<file path="config.mk">
export PLATFORM = sky130hd
export DESIGN_NAME = uart_tx_8n1
export DESIGN_NICKNAME = d
export VERILOG_FILES = /design/src/rtl/uart_tx_8n1.sv
export SDC_FILE = /design/constraint.sdc
export NUM_CORES = 1
export LEC_CHECK = 0
export CORE_ASPECT_RATIO = 1.25
export CORE_MARGIN = 8
export CORE_UTILIZATION = 43
export DETAILED_ROUTE_END_ITERATION = 16
export PLACE_DENSITY = 0.66
export SLEW_MARGIN = 15
export SYNTH_ARGS = -nofsm -noshare
export SYNTH_HDL_FRONTEND = slang
export SYNTH_SLANG_ARGS = --single-unit
</file>
<file path="constraint.sdc">
create_clock -name clk -period 3.6 [get_ports clk]
set_clock_uncertainty 0.05 [all_clocks]
set_input_delay 0.36 -clock clk [delete_from_list [all_inputs] [get_ports clk]]
set_output_delay 0.36 -clock clk [all_outputs]
set_load 0.05 [all_outputs]
</file>
<file path="src/rtl/uart_tx_8n1.sv">
// uart_tx_8n1: transmit-only serial port sending one byte per request as an
// 8N1 frame (start bit, 8 data bits LSB first, stop bit), CLOCK_DIV system
// clocks per bit. There is no FIFO; the busy output provides flow control.
//
// Build option: define UART_TX_PARITY_EN to insert an even-parity bit
// (XOR of the 8 data bits) between data bit 7 and the stop bit. This stretches
// each frame to 11 bit periods. In the default build no parity logic exists.
//
// tx and busy come straight from flops, so the line cannot glitch. If send is
// still high when a stop bit ends, the next start bit follows on that same
// edge and busy stays high throughout.
module uart_tx_8n1 #(
    parameter int CLOCK_DIV          = 8,
    parameter int CLOCK_COUNTER_BITS = 4
) (
    input  logic       clk,
    input  logic       nreset,
    input  logic [7:0] data,
    input  logic       send,
    output logic       tx,
    output logic       busy
);

    typedef enum logic [2:0] {
        ST_IDLE   = 3'd0,
        ST_START  = 3'd1,
        ST_DATA   = 3'd2,
`ifdef UART_TX_PARITY_EN
        ST_PARITY = 3'd3,
`endif
        ST_STOP   = 3'd4
    } state_t;

    // Last count of a bit period; the counter wraps here and the FSM advances.
    localparam logic [CLOCK_COUNTER_BITS-1:0] CNT_LAST = CLOCK_COUNTER_BITS'(CLOCK_DIV - 1);

    state_t                        state_q, state_d;
    logic [CLOCK_COUNTER_BITS-1:0] cnt_q, cnt_d;
    logic [2:0]                    bit_q, bit_d;
    logic [7:0]                    shift_q, shift_d;
    logic                          tx_q, tx_d;
    logic                          busy_q, busy_d;
    logic                          wrap;
`ifdef UART_TX_PARITY_EN
    logic                          parity_q, parity_d;
`endif

    assign wrap = (cnt_q == CNT_LAST);
    assign tx   = tx_q;
    assign busy = busy_q;

    // State, counters, shift register and output flops; reset drops the frame at once.
    always_ff @(posedge clk or negedge nreset) begin
        if (!nreset) begin
            state_q  <= ST_IDLE;
            cnt_q    <= '0;
            bit_q    <= '0;
            shift_q  <= '0;
            tx_q     <= 1'b1;
            busy_q   <= 1'b0;
`ifdef UART_TX_PARITY_EN
            parity_q <= 1'b0;
`endif
        end else begin
            state_q  <= state_d;
            cnt_q    <= cnt_d;
            bit_q    <= bit_d;
            shift_q  <= shift_d;
            tx_q     <= tx_d;
            busy_q   <= busy_d;
`ifdef UART_TX_PARITY_EN
            parity_q <= parity_d;
`endif
        end
    end

    // Next-state logic: tx_d/busy_d describe the line level for the coming state.
    always_comb begin
        state_d  = state_q;
        cnt_d    = (state_q == ST_IDLE || wrap) ? '0 : cnt_q + 1'b1;
        bit_d    = bit_q;
        shift_d  = shift_q;
        tx_d     = tx_q;
        busy_d   = busy_q;
`ifdef UART_TX_PARITY_EN
        parity_d = parity_q;
`endif

        case (state_q)
            ST_IDLE: begin
                bit_d  = '0;
                tx_d   = 1'b1;
                busy_d = 1'b0;
                if (send) begin
                    shift_d  = data;
`ifdef UART_TX_PARITY_EN
                    parity_d = ^data;
`endif
                    state_d  = ST_START;
                    tx_d     = 1'b0;
                    busy_d   = 1'b1;
                end
            end

            ST_START: begin
                if (wrap) begin
                    state_d = ST_DATA;
                    bit_d   = '0;
                    tx_d    = shift_q[0];
                end
            end

            ST_DATA: begin
                if (wrap) begin
                    if (bit_q == 3'd7) begin
`ifdef UART_TX_PARITY_EN
                        state_d = ST_PARITY;
                        tx_d    = parity_q;
`else
                        state_d = ST_STOP;
                        tx_d    = 1'b1;
`endif
                    end else begin
                        bit_d   = bit_q + 3'd1;
                        shift_d = shift_q >> 1;
                        tx_d    = shift_q[1];
                    end
                end
            end

`ifdef UART_TX_PARITY_EN
            ST_PARITY: begin
                if (wrap) begin
                    state_d = ST_STOP;
                    tx_d    = 1'b1;
                end
            end
`endif

            ST_STOP: begin
                if (wrap) begin
                    if (send) begin
                        // Back-to-back: next start bit directly after the stop bit.
                        shift_d  = data;
`ifdef UART_TX_PARITY_EN
                        parity_d = ^data;
`endif
                        state_d  = ST_START;
                        tx_d     = 1'b0;
                        busy_d   = 1'b1;
                    end else begin
                        state_d  = ST_IDLE;
                        tx_d     = 1'b1;
                        busy_d   = 1'b0;
                    end
                end
            end

            default: begin
                state_d = ST_IDLE;
                tx_d    = 1'b1;
                busy_d  = 1'b0;
            end
        endcase
    end

endmodule

</file>
# Yosys cells after proc, flatten, opt, wreduce, memory -nomap -nowiden
# Cells that the tools add are included.
[word_totals]
regBits = 20
inputBits = 11
[op_classes]
mux = 26
bitwise_logic = 1
n_reduce_logical = 10
n_eq_ne = 11
addsub = 2
[op_table]
columns = ["operator", "count"]
rows = [
  ["2-to-1 mux 8 bit", 4],
  ["2-to-1 mux 3 bit", 8],
  ["case mux 8 bit (3 select lines)", 1],
  ["!= test 2 bit, second input constant", 6],
  ["case mux 3 bit (4 select lines)", 1],
  ["case mux 3 bit (3 select lines)", 1],
  ["2-to-1 mux 1 bit", 8],
  ["AND reduction 4 bit", 2],
  ["equality test 3 bit, second input constant", 2],
  ["nonzero test 3 bit", 2],
  ["AND reduction 5 bit", 1],
  ["adder 4 x 1 -> 4 bit, second input constant", 1],
  ["equality test 4 x 3 -> 1 bit, second input constant", 1],
  ["2-to-1 mux 4 bit", 1],
  ["case mux 1 bit (4 select lines)", 1],
  ["adder 3 x 1 -> 3 bit, second input constant", 1],
  ["equality test 3 x 1 -> 1 bit, second input constant", 1],
  ["equality test 3 x 2 -> 1 bit, second input constant", 1],
  ["zero test 3 bit", 1],
  ["case mux 1 bit (3 select lines)", 1],
  ["AND reduction 3 bit", 1],
  ["AND reduction 2 bit", 1],
  ["OR reduction 2 bit", 1],
  ["logical OR 1 bit", 1],
  ["inverter 1 bit", 1],
]

# Longest topological paths before layout
# Gate-level depths: netlist of run 1.
[logic_depth]
ltp_word = 4
mapped_depth = 6

# Worst setup path after synthesis of run 1
# OpenSTA, ideal clock, no wires.
[synth_timing]
path_kind = "flip-flop to flip-flop"
start = "register bit_q[0]"
end = "register shift_q[0]"
arrival_ps = 1605
stages_incl_launch_ff = 6
slack_ps = 1820
required_ps = 3425
synth_period_minus_slack_ps = 1780
path_buffers = 0
cell_sequence = "dfrtp_1 > ha_1 > ha_1 > a2bb2oi_1 > o32ai_4 > mux2_2"
[synth_via]
elab_chain_cells = 3
[synth_rtl]
columns = ["item", "line_no", "text"]
rows = [
  ["start: declaration", "39", "logic [2:0] bit_q, bit_d;"],
  ["start signal: assignment", "67", "bit_q <= bit_d;"],
  ["equality test 3 bit", "115", "if (bit_q == 3'd7) begin"],
  ["!= test 2 bit (no line)", "n/a", ""],
  ["AND reduction 4 bit (no line)", "n/a", ""],
  ["end signal: assignment", "68", "shift_q <= shift_d;"],
  ["end: declaration", "40", "logic [7:0] shift_q, shift_d;"],
]
# No other way between the ends.
# A chain may end at the register's enable or synchronous reset.

# Worst setup path after layout of run 1
[layout_timing]
start = "register tx_q (netlist: tx)"
end = "output tx"
[layout_lines]
columns = ["item", "line_no", "text"]
rows = [
  ["start: declaration", "41", "logic tx_q, tx_d;"],
  ["start signal: assignment", "69", "tx_q <= tx_d;"],
  ["end: declaration", "20", "output logic tx,"],
]
# No word-level cell between the ends.

==> results of run 1 <==
## worst min path at each step
| stage | from | to | slack, ns | cells past startpoint |
|---|---|---|---|---|
| final | cnt_q[0] | cnt_q[0] | 0.43 | 1 |
| after global routing | cnt_q[0] | cnt_q[0] | 0.45 | 1 |
| after CTS | cnt_q[0] | cnt_q[0] | 0.44 | 1 |
| after detailed placement | cnt_q[0] | cnt_q[0] | 0.42 | 1 |
| after floorplan | nreset | bit_q[0] | 0.01 | 0 |
| after global placement | cnt_q[0] | cnt_q[0] | 0.40 | 1 |
## per-stage QoR
| stage | cell area [µm²] | hold slack, ns | power [W] |
|---|---|---|---|
| 4_1_cts | 1240 | 0.437 | 0.000395 |
| 6_report | 1240 | 0.433 | 0.000391 |
| 3_5_place_dp | 1210 | 0.421 | 0.000264 |
| 2_1_floorplan | 1060 | 0.0144 | 0.000244 |
| 5_1_grt | 1240 | 0.455 | 0.000408 |
| 3_3_place_gp | 1210 | 0.395 | 0.000263 |
## cell usage after synthesis, types with 3 or more instances
cell type	n	area [µm²]
o21ai_0	3	15.0
nor2_1	8	30.0
nand2_1	7	26.3
mux2_2	15	169
dfrtp_1	19	475
ha_1	3	37.5
clkbuf_1	3	11.3
inv_1	4	15.0
## report_power, final
group / switching, W / total (W) / internal [W]
sequential: 0.00000247 / 0.000230 / 0.000228
combinational: 0.0000133 / 0.0000287 / 0.0000154
clock: 0.0000701 / 0.000132 / 0.0000617
## metal layers
metal,share of wire,GRT usage,up-vias
li1,-,-,365
met1,0.47,0.127,364
met4,0.018,0.0442,0
met5,0,0,-
met2,0.45,0.157,20
met3,0.061,0.0287,5
## cell families (layout without fill, tap and decap cells)
kind of cell	Yosys count	after routing
fa+ha+maj	3	3
buf+inv	8	20
compound gates	20	20
mux	16	16
simple gates	25	25
xor+xnor	2	2
flops	20	20
## flip-flops by register name (all words and copies together), names as in the netlist
signal   count
tx           1
shift_q      8
cnt_q        4
bit_q        3
busy         1
state_q      3
## layout make-up
type                       instances  area [µm²]
tap                               33        41.3
clock buffer                       4        36.3
fill                             226        1160
multi-input combinational         66         531
inverter                           4        15.0
timing repair buffer              12         120
sequential                        20         502
==> summary.txt, run 1 <==
Run status
  – Status: completed

Clock network
  – Hold_buf cts: 0
  – Clock sink count: 20
  – Post-CTS setup buffer count: 0
  – Buffers from clock root to sink, at most: 2
  – CTS clk-pin slew, worst paths: 0.11 ns
  – Clk_lat worst skew: 0.30 ns
  – Clk root buf: clkbuf_4
  – Htree depth: 1
  – Cts bufs inserted: 3
  – Post-CTS sizing: 0
  – CTS tree: yes

Logic synthesis
  – Post-Synth Simple-Gate Area: 0.128
  – Largest family of logic cells by synthesized area: multiplexers
  – Mux contribution to synthesized area: 0.168
  – Register area share after synthesis: 0.472
  – Syn nets: 108
  – Number of distinct library cells after synthesis: 32
  – Post-synthesis compound-gate area fraction: 0.151
  – Ys async rst share: 1.00
  – Area share of xor/xnor cells in the synthesized design: 0.0165
  – Synth Flop Type: dfrtp_1
  – Avg Inst Size Synth: 11.3 µm²
  – Adder-Cell Fraction of Synth Area: 0.0353
  – Number of synthesized flops with an enable pin: 0
  – Post-Synthesis Cells: 94
  – Post-synthesis cell area: 0.00106 mm²
  – #FFs+latches synth: 20
  – Warnings, synthesis: 0

Placement
  – HPWL after DPL: 1.46 mm
  – Pre-CTS setup slack: 1.61 ns
  – Inst Count DP: 135
  – GPL Wtd Cong: 0.851
  – Port Buffers: 12

Critical path
  – CP Launch Type: flip-flop
  – Setup CP Type: flip-flop to output port
  – Crit Reg-Reg Startpoint: bit_q[0]
  – Setup slack, reg-to-reg: 1.64 ns
  – Slowest Stage Delay on Critical Path: 0.80 ns
  – Buffer and inverter count on the worst path: 1
  – Crit path from: tx
  – Req. time, crit path: 3.19 ns
  – Crit path DAT: 1.68 ns
  – R2r endpoint: shift_q[0]
  – Critical path, cell by cell: clkdlybuf4s50_1
  – Critical path depth: 1
  – Worst path slowest cell: clkdlybuf4s50_1
  – End of the critical path: tx
  – Delay-heaviest family, CP: buffers and inverters
  – CP endpoint kind: output port
  – Worst-path fanout max: 4
  – R2r worst-path depth: 5

Detailed routing
  – Total Routed Length: 1.96 mm
  – Initial DRC count: 11
  – Remaining DRCs: 0
  – ANT nets after route: 0
  – Avg Vias per Cell: 5.42
  – Avg WL per Cell: 14.1 µm
  – Drt first pass iters: 4
  – Vias: 754

Global routing
  – Total gr overflow: 0
  – Vias in the first global route: 822
  – First-pass GRT wire length: 3.51 mm
  – Antenna violations before repair: 0
  – GRT Overall Usage: 0.102
  – Largest net degree at the start of global routing: 21

STA
  – Final setup margin: 1.51 ns
  – Fin. Hold Viols: 0
  – Maximum clock rate: 479 MHz
  – TNS Setup: 0 ns
  – Rel. slew slack: 0.383
  – Slew Limit Fails: 0
  – Period utilization: 0.580
  – Setup violators final: 0
  – Tightest Pin Transition: 0.923 ns
  – RSZ-0062 raised after global routing: no
  – Period minus WS final: 2.09 ns

Floorplan
  – Initial Util: 0.443
  – Die Ht: 71.6 µm
  – Die width: 60.5 µm
  – Core area: 0.00240 mm²
  – Die Area: 0.00433 mm²
  – I/O Pins: 13
  – Row count: 20

Power
  – Pwr dens: 314 mW/mm²
  – Peak supply drop: 191 µV
  – Leakage: 0.555 nW

Cells and area
  – Commonest non-fill, non-tap cells in the layout: 19 x dfrtp_1, 15 x mux2_2, 12 x clkdlybuf4s50_1, 8 x nor2_1, 7 x nand2_1
  – ANT cells: 0
  – Nets: 121
  – Area Growth Syn to Fin: 17.1%
  – Share of cells above drive strength 1: 0.217
  – Final design utilization: 0.518
  – Most common cell after layout, fill and taps aside: dfrtp_1
  – Non-Filler Instances: 139

Flow run
  – Max-cap violations: 0

Hold path
  – Hold crit path type: flip-flop to flip-flop
(Power assumes the default switching activity.)
==> run 2, diff against run 1 <==
--- a/config.mk
+++ b/config.mk
@@ -9,7 +9,7 @@
 export CORE_MARGIN = 8
 export CORE_UTILIZATION = 43
 export DETAILED_ROUTE_END_ITERATION = 16
-export PLACE_DENSITY = 0.66
+export PLACE_DENSITY = 0.69
 export SLEW_MARGIN = 15
 export SYNTH_ARGS = -nofsm -noshare
 export SYNTH_HDL_FRONTEND = slang
==> constraint.sdc (replaced) <==
create_clock -name clk -period 1.85 [get_ports clk]
set_clock_uncertainty 0.05 [all_clocks]
set_input_delay 0.185 -clock clk [delete_from_list [all_inputs] [get_ports clk]]
set_output_delay 0.185 -clock clk [all_outputs]
set_load 0.05 [all_outputs]
==> summary.txt, run 2 (synthesis results as in run 1) <==
Clock network
  – Clk root buf: clkbuf_4
  – Hold_buf cts: 0
  – Clock sink count: 20
  – Cts bufs inserted: 3
  – Buffers from clock root to sink, at most: 2
  – Htree depth: 1
  – CTS clk-pin slew, worst paths: 0.11 ns
  – CTS tree: yes
  – Clk_lat worst skew: 0.30 ns

Cells and area
  – Fillers: 223
  – Non-Filler Instances: 152
  – Nets: 134
  – Final design utilization: 0.570
  – Share of cells above drive strength 1: 0.336
  – Top Registers: shift_q x8, cnt_q x4
  – Largest register by flop count: shift_q
  – Area of the multi-input gates: 552 µm²
  – ANT cells: 0
  – Most common cell after layout, fill and taps aside: dfrtp_1
  – Commonest non-fill, non-tap cells in the layout: 19 x dfrtp_1, 15 x mux2_2, 12 x buf_4, 11 x clkdlybuf4s50_1, 8 x nor2_1
  – Max reg flops: 8
  – Area Growth Syn to Fin: 28.7%
  – Sequential cell area: 502 µm²

Run status
  – Status: completed

Global routing
  – GRT Overall Usage: 0.108
  – First-pass GRT wire length: 3.61 mm
  – Antenna violations before repair: 0
  – Vias in the first global route: 864
  – Largest net degree at the start of global routing: 12
  – Total gr overflow: 0

Critical path
  – R2r worst-path depth: 6
  – Setup slack, reg-to-reg: 0.06 ns
  – Worst path slowest cell: dfrtp_1
  – R2r endpoint: shift_q[3]
  – Delay-heaviest family, CP: flip-flops
  – CP endpoint kind: flip-flop
  – Req. time, crit path: 1.99 ns
  – Crit path DAT: 1.93 ns
  – Critical path, cell by cell: ha_2 -> ha_4 -> a2bb2oi_2 -> o32ai_4 -> buf_6 -> mux2_2
  – Crit Reg-Reg Startpoint: bit_q[1]
  – Buffer and inverter count on the worst path: 1
  – CP Launch Type: flip-flop
  – Setup CP Type: flip-flop to flip-flop
  – Worst-path fanout max: 3
  – Slowest Stage Delay on Critical Path: 0.40 ns

STA
  – Final setup margin: 0.0612 ns
  – Period minus WS final: 1.79 ns
  – Maximum clock rate: 559 MHz
  – Slew Limit Fails: 0
  – Tightest Pin Transition: 0.491 ns
  – Period utilization: 0.967
  – Setup violators final: 0
  – Fin. Hold Viols: 0
  – Rel. slew slack: 0.672
  – RSZ-0062 raised after global routing: yes

Placement
  – HPWL after DPL: 1.65 mm
  – Inst Count DP: 146
  – Port Buffers: 12
  – Pre-CTS setup slack: -0.00393 ns
  – GPL Wtd Cong: 0.866

Detailed routing
  – ANT nets after route: 0
  – Vias: 786
  – Remaining DRCs: 0
  – Total Routed Length: 2.11 mm
  – Avg WL per Cell: 13.9 µm
  – Drt first pass iters: 4
  – Avg Vias per Cell: 5.17
  – Initial DRC count: 19

Floorplan
  – Die Area: 0.00433 mm²
  – I/O Pins: 13
  – Core area: 0.00240 mm²
  – Initial Util: 0.443
  – Die Ht: 71.6 µm
  – Die width: 60.5 µm
  – Row count: 20

Power
  – Pwr dens: 554 mW/mm²
  – Peak supply drop: 446 µV
  – Leakage: 0.623 nW
  – PnR Total Power: 0.000758 W

Flow run
  – Max-cap violations: 0

Hold path
  – Hold crit path type: input port to async pin
==> run 2: cell types whose count changed in the layout (fill, tap and decap cells not counted) <==
cell | before | now
ha_1 | 3 | 1
clkdlybuf4s50_1 | 12 | 11
a2bb2oi_1 | 2 | 1
buf_6 | 0 | 2
ha_4 | 0 | 1
buf_4 | 0 | 12
ha_2 | 0 | 1
a2bb2oi_2 | 0 | 1
==> run 2: through the flow <==
step                      instance area (µm²)   TNS, ns  hold slack [ns]
after floorplan                          1060         0           -0.161
after global placement                   1290         0            0.396
after detailed placement                 1290  -0.00393            0.406
after CTS                                1360         0            0.133
after global routing                     1370  -0.00286            0.138
final                                    1370         0            0.125
==> run 2: area by class of cell <==
type | instances | share of cell area
Timing Repair Buffer | 25 | 0.163
Tap cell | 33 | 0.0302
Clock buffer | 4 | 0.0265
Sequential cell | 20 | 0.367
Multi-Input combinational cell | 66 | 0.403
Inverter | 4 | 0.0110
==> run 2: worst max-delay path by stage <==
stage	start	endpoint	slack (ns)	cells after the start
after floorplan	bit_q[0]	shift_q[0]	0.07	5
final	bit_q[1]	shift_q[3]	0.06	6
after global routing	bit_q[1]	shift_q[5]	-0.002	6
after global placement	bit_q[0]	shift_q[6]	0.04	6
after CTS	bit_q[0]	shift_q[5]	0.007	6
after detailed placement	bit_q[0]	shift_q[5]	-0.004	6
==> run 2: report_power, final <==
group	switching, W	leakage [nW]	internal (W)
sequential	0.00000441	0.248	0.000443
clock	0.000133	0.0210	0.000120
combinational	0.0000263	0.354	0.0000310
==> run 2: layer usage <==
layer,global-route usage,up-vias,routed length [µm]
met4,0.0597,0,45
li1,-,397,-
met3,0.0305,5,116
met2,0.169,17,1000
met1,0.127,367,944
met5,0,-,0
==> run 2: repair_timing <==
item,4_1_cts,5_1_grt
endpoints found under the setup margin,5,7
cloned,0,0
resized for setup,6,0
buffers inserted,1,1
pin swaps,1,2
==> run 3, diff against run 2 <==
--- a/config.mk
+++ b/config.mk
@@ -9,7 +9,7 @@
 export CORE_MARGIN = 8
 export CORE_UTILIZATION = 43
 export DETAILED_ROUTE_END_ITERATION = 16
-export PLACE_DENSITY = 0.69
+export PLACE_DENSITY = 0.66
 export SLEW_MARGIN = 15
 export SYNTH_ARGS = -nofsm -noshare
 export SYNTH_HDL_FRONTEND = slang
==> constraint.sdc (replaced) <==
create_clock -name clk -period 2.25 [get_ports clk]
set_clock_uncertainty 0.05 [all_clocks]
set_input_delay 0.225 -clock clk [delete_from_list [all_inputs] [get_ports clk]]
set_output_delay 0.225 -clock clk [all_outputs]
set_load 0.05 [all_outputs]
==> summary.txt, run 3 (synthesis results as in run 1) <==
Run status
  – Status: completed

STA
  – Maximum clock rate: 512 MHz
  – Rel. slew slack: 0.665
  – Final setup margin: 0.298 ns
  – Setup violators final: 0
  – Slew Limit Fails: 0
  – TNS Setup: 0 ns
  – RSZ-0062 raised after global routing: no
  – Fin. Hold Viols: 0
  – Tightest Pin Transition: 0.501 ns
  – Period utilization: 0.868
  – Period minus WS final: 1.95 ns

Detailed routing
  – Vias: 754
  – Drt first pass iters: 3
  – Total Routed Length: 2.09 mm
  – ANT nets after route: 0
  – Avg Vias per Cell: 5.35
  – Remaining DRCs: 0
  – Initial DRC count: 24
  – Avg WL per Cell: 14.8 µm

Placement
  – GPL Wtd Cong: 0.874
  – HPWL after DPL: 1.56 mm
  – Pre-CTS setup slack: 0.314 ns
  – Port Buffers: 12
  – Post-place instance area: 0.00122 mm²

Hold path
  – Hold crit path type: input port to async pin

Critical path
  – Crit path DAT: 1.68 ns
  – Buffer and inverter count on the worst path: 1
  – CP Launch Type: flip-flop
  – Setup CP Type: flip-flop to output port
  – CP endpoint kind: output port
  – Req. time, crit path: 1.98 ns
  – Slowest Stage Delay on Critical Path: 0.80 ns
  – Critical path, cell by cell: clkdlybuf4s50_1
  – Worst-path fanout max: 4
  – Worst path slowest cell: clkdlybuf4s50_1
  – Delay-heaviest family, CP: buffers and inverters

Flow run
  – Max-cap violations: 0

Floorplan
  – Row count: 20
  – Initial Util: 0.443
  – Core area: 0.00240 mm²
  – Die width: 60.5 µm
  – Die Area: 0.00433 mm²
  – Die Ht: 71.6 µm
  – I/O Pins: 13

Global routing
  – Total gr overflow: 0
  – First-pass GRT wire length: 3.56 mm
  – GRT Overall Usage: 0.106
  – Antenna violations before repair: 0
  – Vias in the first global route: 790
  – Largest net degree at the start of global routing: 17

Cells and area
  – ANT cells: 0
  – Area Growth Syn to Fin: 18.5%
  – Most common cell after layout, fill and taps aside: dfrtp_1
  – Fillers: 227
  – Final design utilization: 0.524
  – Nets: 123
  – Max reg flops: 8
  – Design area: 0.00126 mm²
  – Largest register by flop count: shift_q
  – Top Registers: shift_q x8, cnt_q x4
  – Share of cells above drive strength 1: 0.231
  – Commonest non-fill, non-tap cells in the layout: 19 x dfrtp_1, 15 x mux2_2, 12 x clkdlybuf4s50_1, 8 x nor2_1, 7 x nand2_1

Clock network
  – Clock sink count: 20
  – Post-CTS setup buffer count: 0
  – CTS clk-pin slew, worst paths: 0.11 ns
  – Hold_buf cts: 0
  – Post-CTS sizing: 0
  – CTS tree: yes
  – Cts bufs inserted: 3
  – Htree depth: 1
  – Clk root buf: clkbuf_4
  – Clk_lat worst skew: 0.30 ns
  – Buffers from clock root to sink, at most: 2

Power
  – Clock group share of total power: 0.334
  – Sw Share: 0.218
  – Sequential Power Share: 0.589
  – Logic gate share of total power: 0.077
  – Internal Power: 0.000489 W
  – Net Switching: 0.000136 W
  – Pwr dens: 496 mW/mm²
  – Peak supply drop: 276 µV
  – Leakage: 0.564 nW
-- run 3: area by class of cell --
class,count,area [µm²],share of cell area
clock buffers,4,36.3,0.0288
inverters,4,15.0,0.0119
multi-input cells,66,531,0.421
flip-flops and latches,20,502,0.398
well taps,33,41.3,0.0328
repair buffers,14,135,0.107
-- run 3: power groups by stage --
stage          registers [W]  clock network, W    logic, W
2_1_floorplan       0.000381                 0  0.00000972
3_3_place_gp        0.000375                 0   0.0000479
3_5_place_dp        0.000375                 0   0.0000487
4_1_cts             0.000369          0.000218   0.0000491
5_1_grt             0.000369          0.000232   0.0000528
6_report            0.000368          0.000209   0.0000481
-- run 3: stage by stage --
stage,std cells,hold WS (ns),power (W)
floorplan,94,-0.121,0.000391
global placement,137,0.396,0.000423
detailed placement,137,0.417,0.000424
CTS,141,0.207,0.000635
global route,141,0.222,0.000654
finish,141,0.198,0.000625
-- run 3: worst paths after layout --
path | from | end | slack, ns | depth (start not counted)
max in group asynchronous | nreset | tx | 1.34 | 2
setup reg to reg | bit_q[0] | shift_q[2] | 0.32 | 5
setup / recovery | tx | tx | 0.30 | 1
hold / removal | nreset | busy | 0.20 | 1
min in group clk | cnt_q[0] | cnt_q[0] | 0.44 | 1
hold reg to reg | cnt_q[0] | cnt_q[0] | 0.44 | 1
-- run 3: metal layers --
layer	wire length, µm	vias up	global-route usage
met5	0	-	0
met2	996	15	0.163
met3	107	4	0.0233
met1	958	367	0.134
met4	25	0	0.0519
li1	-	368	-
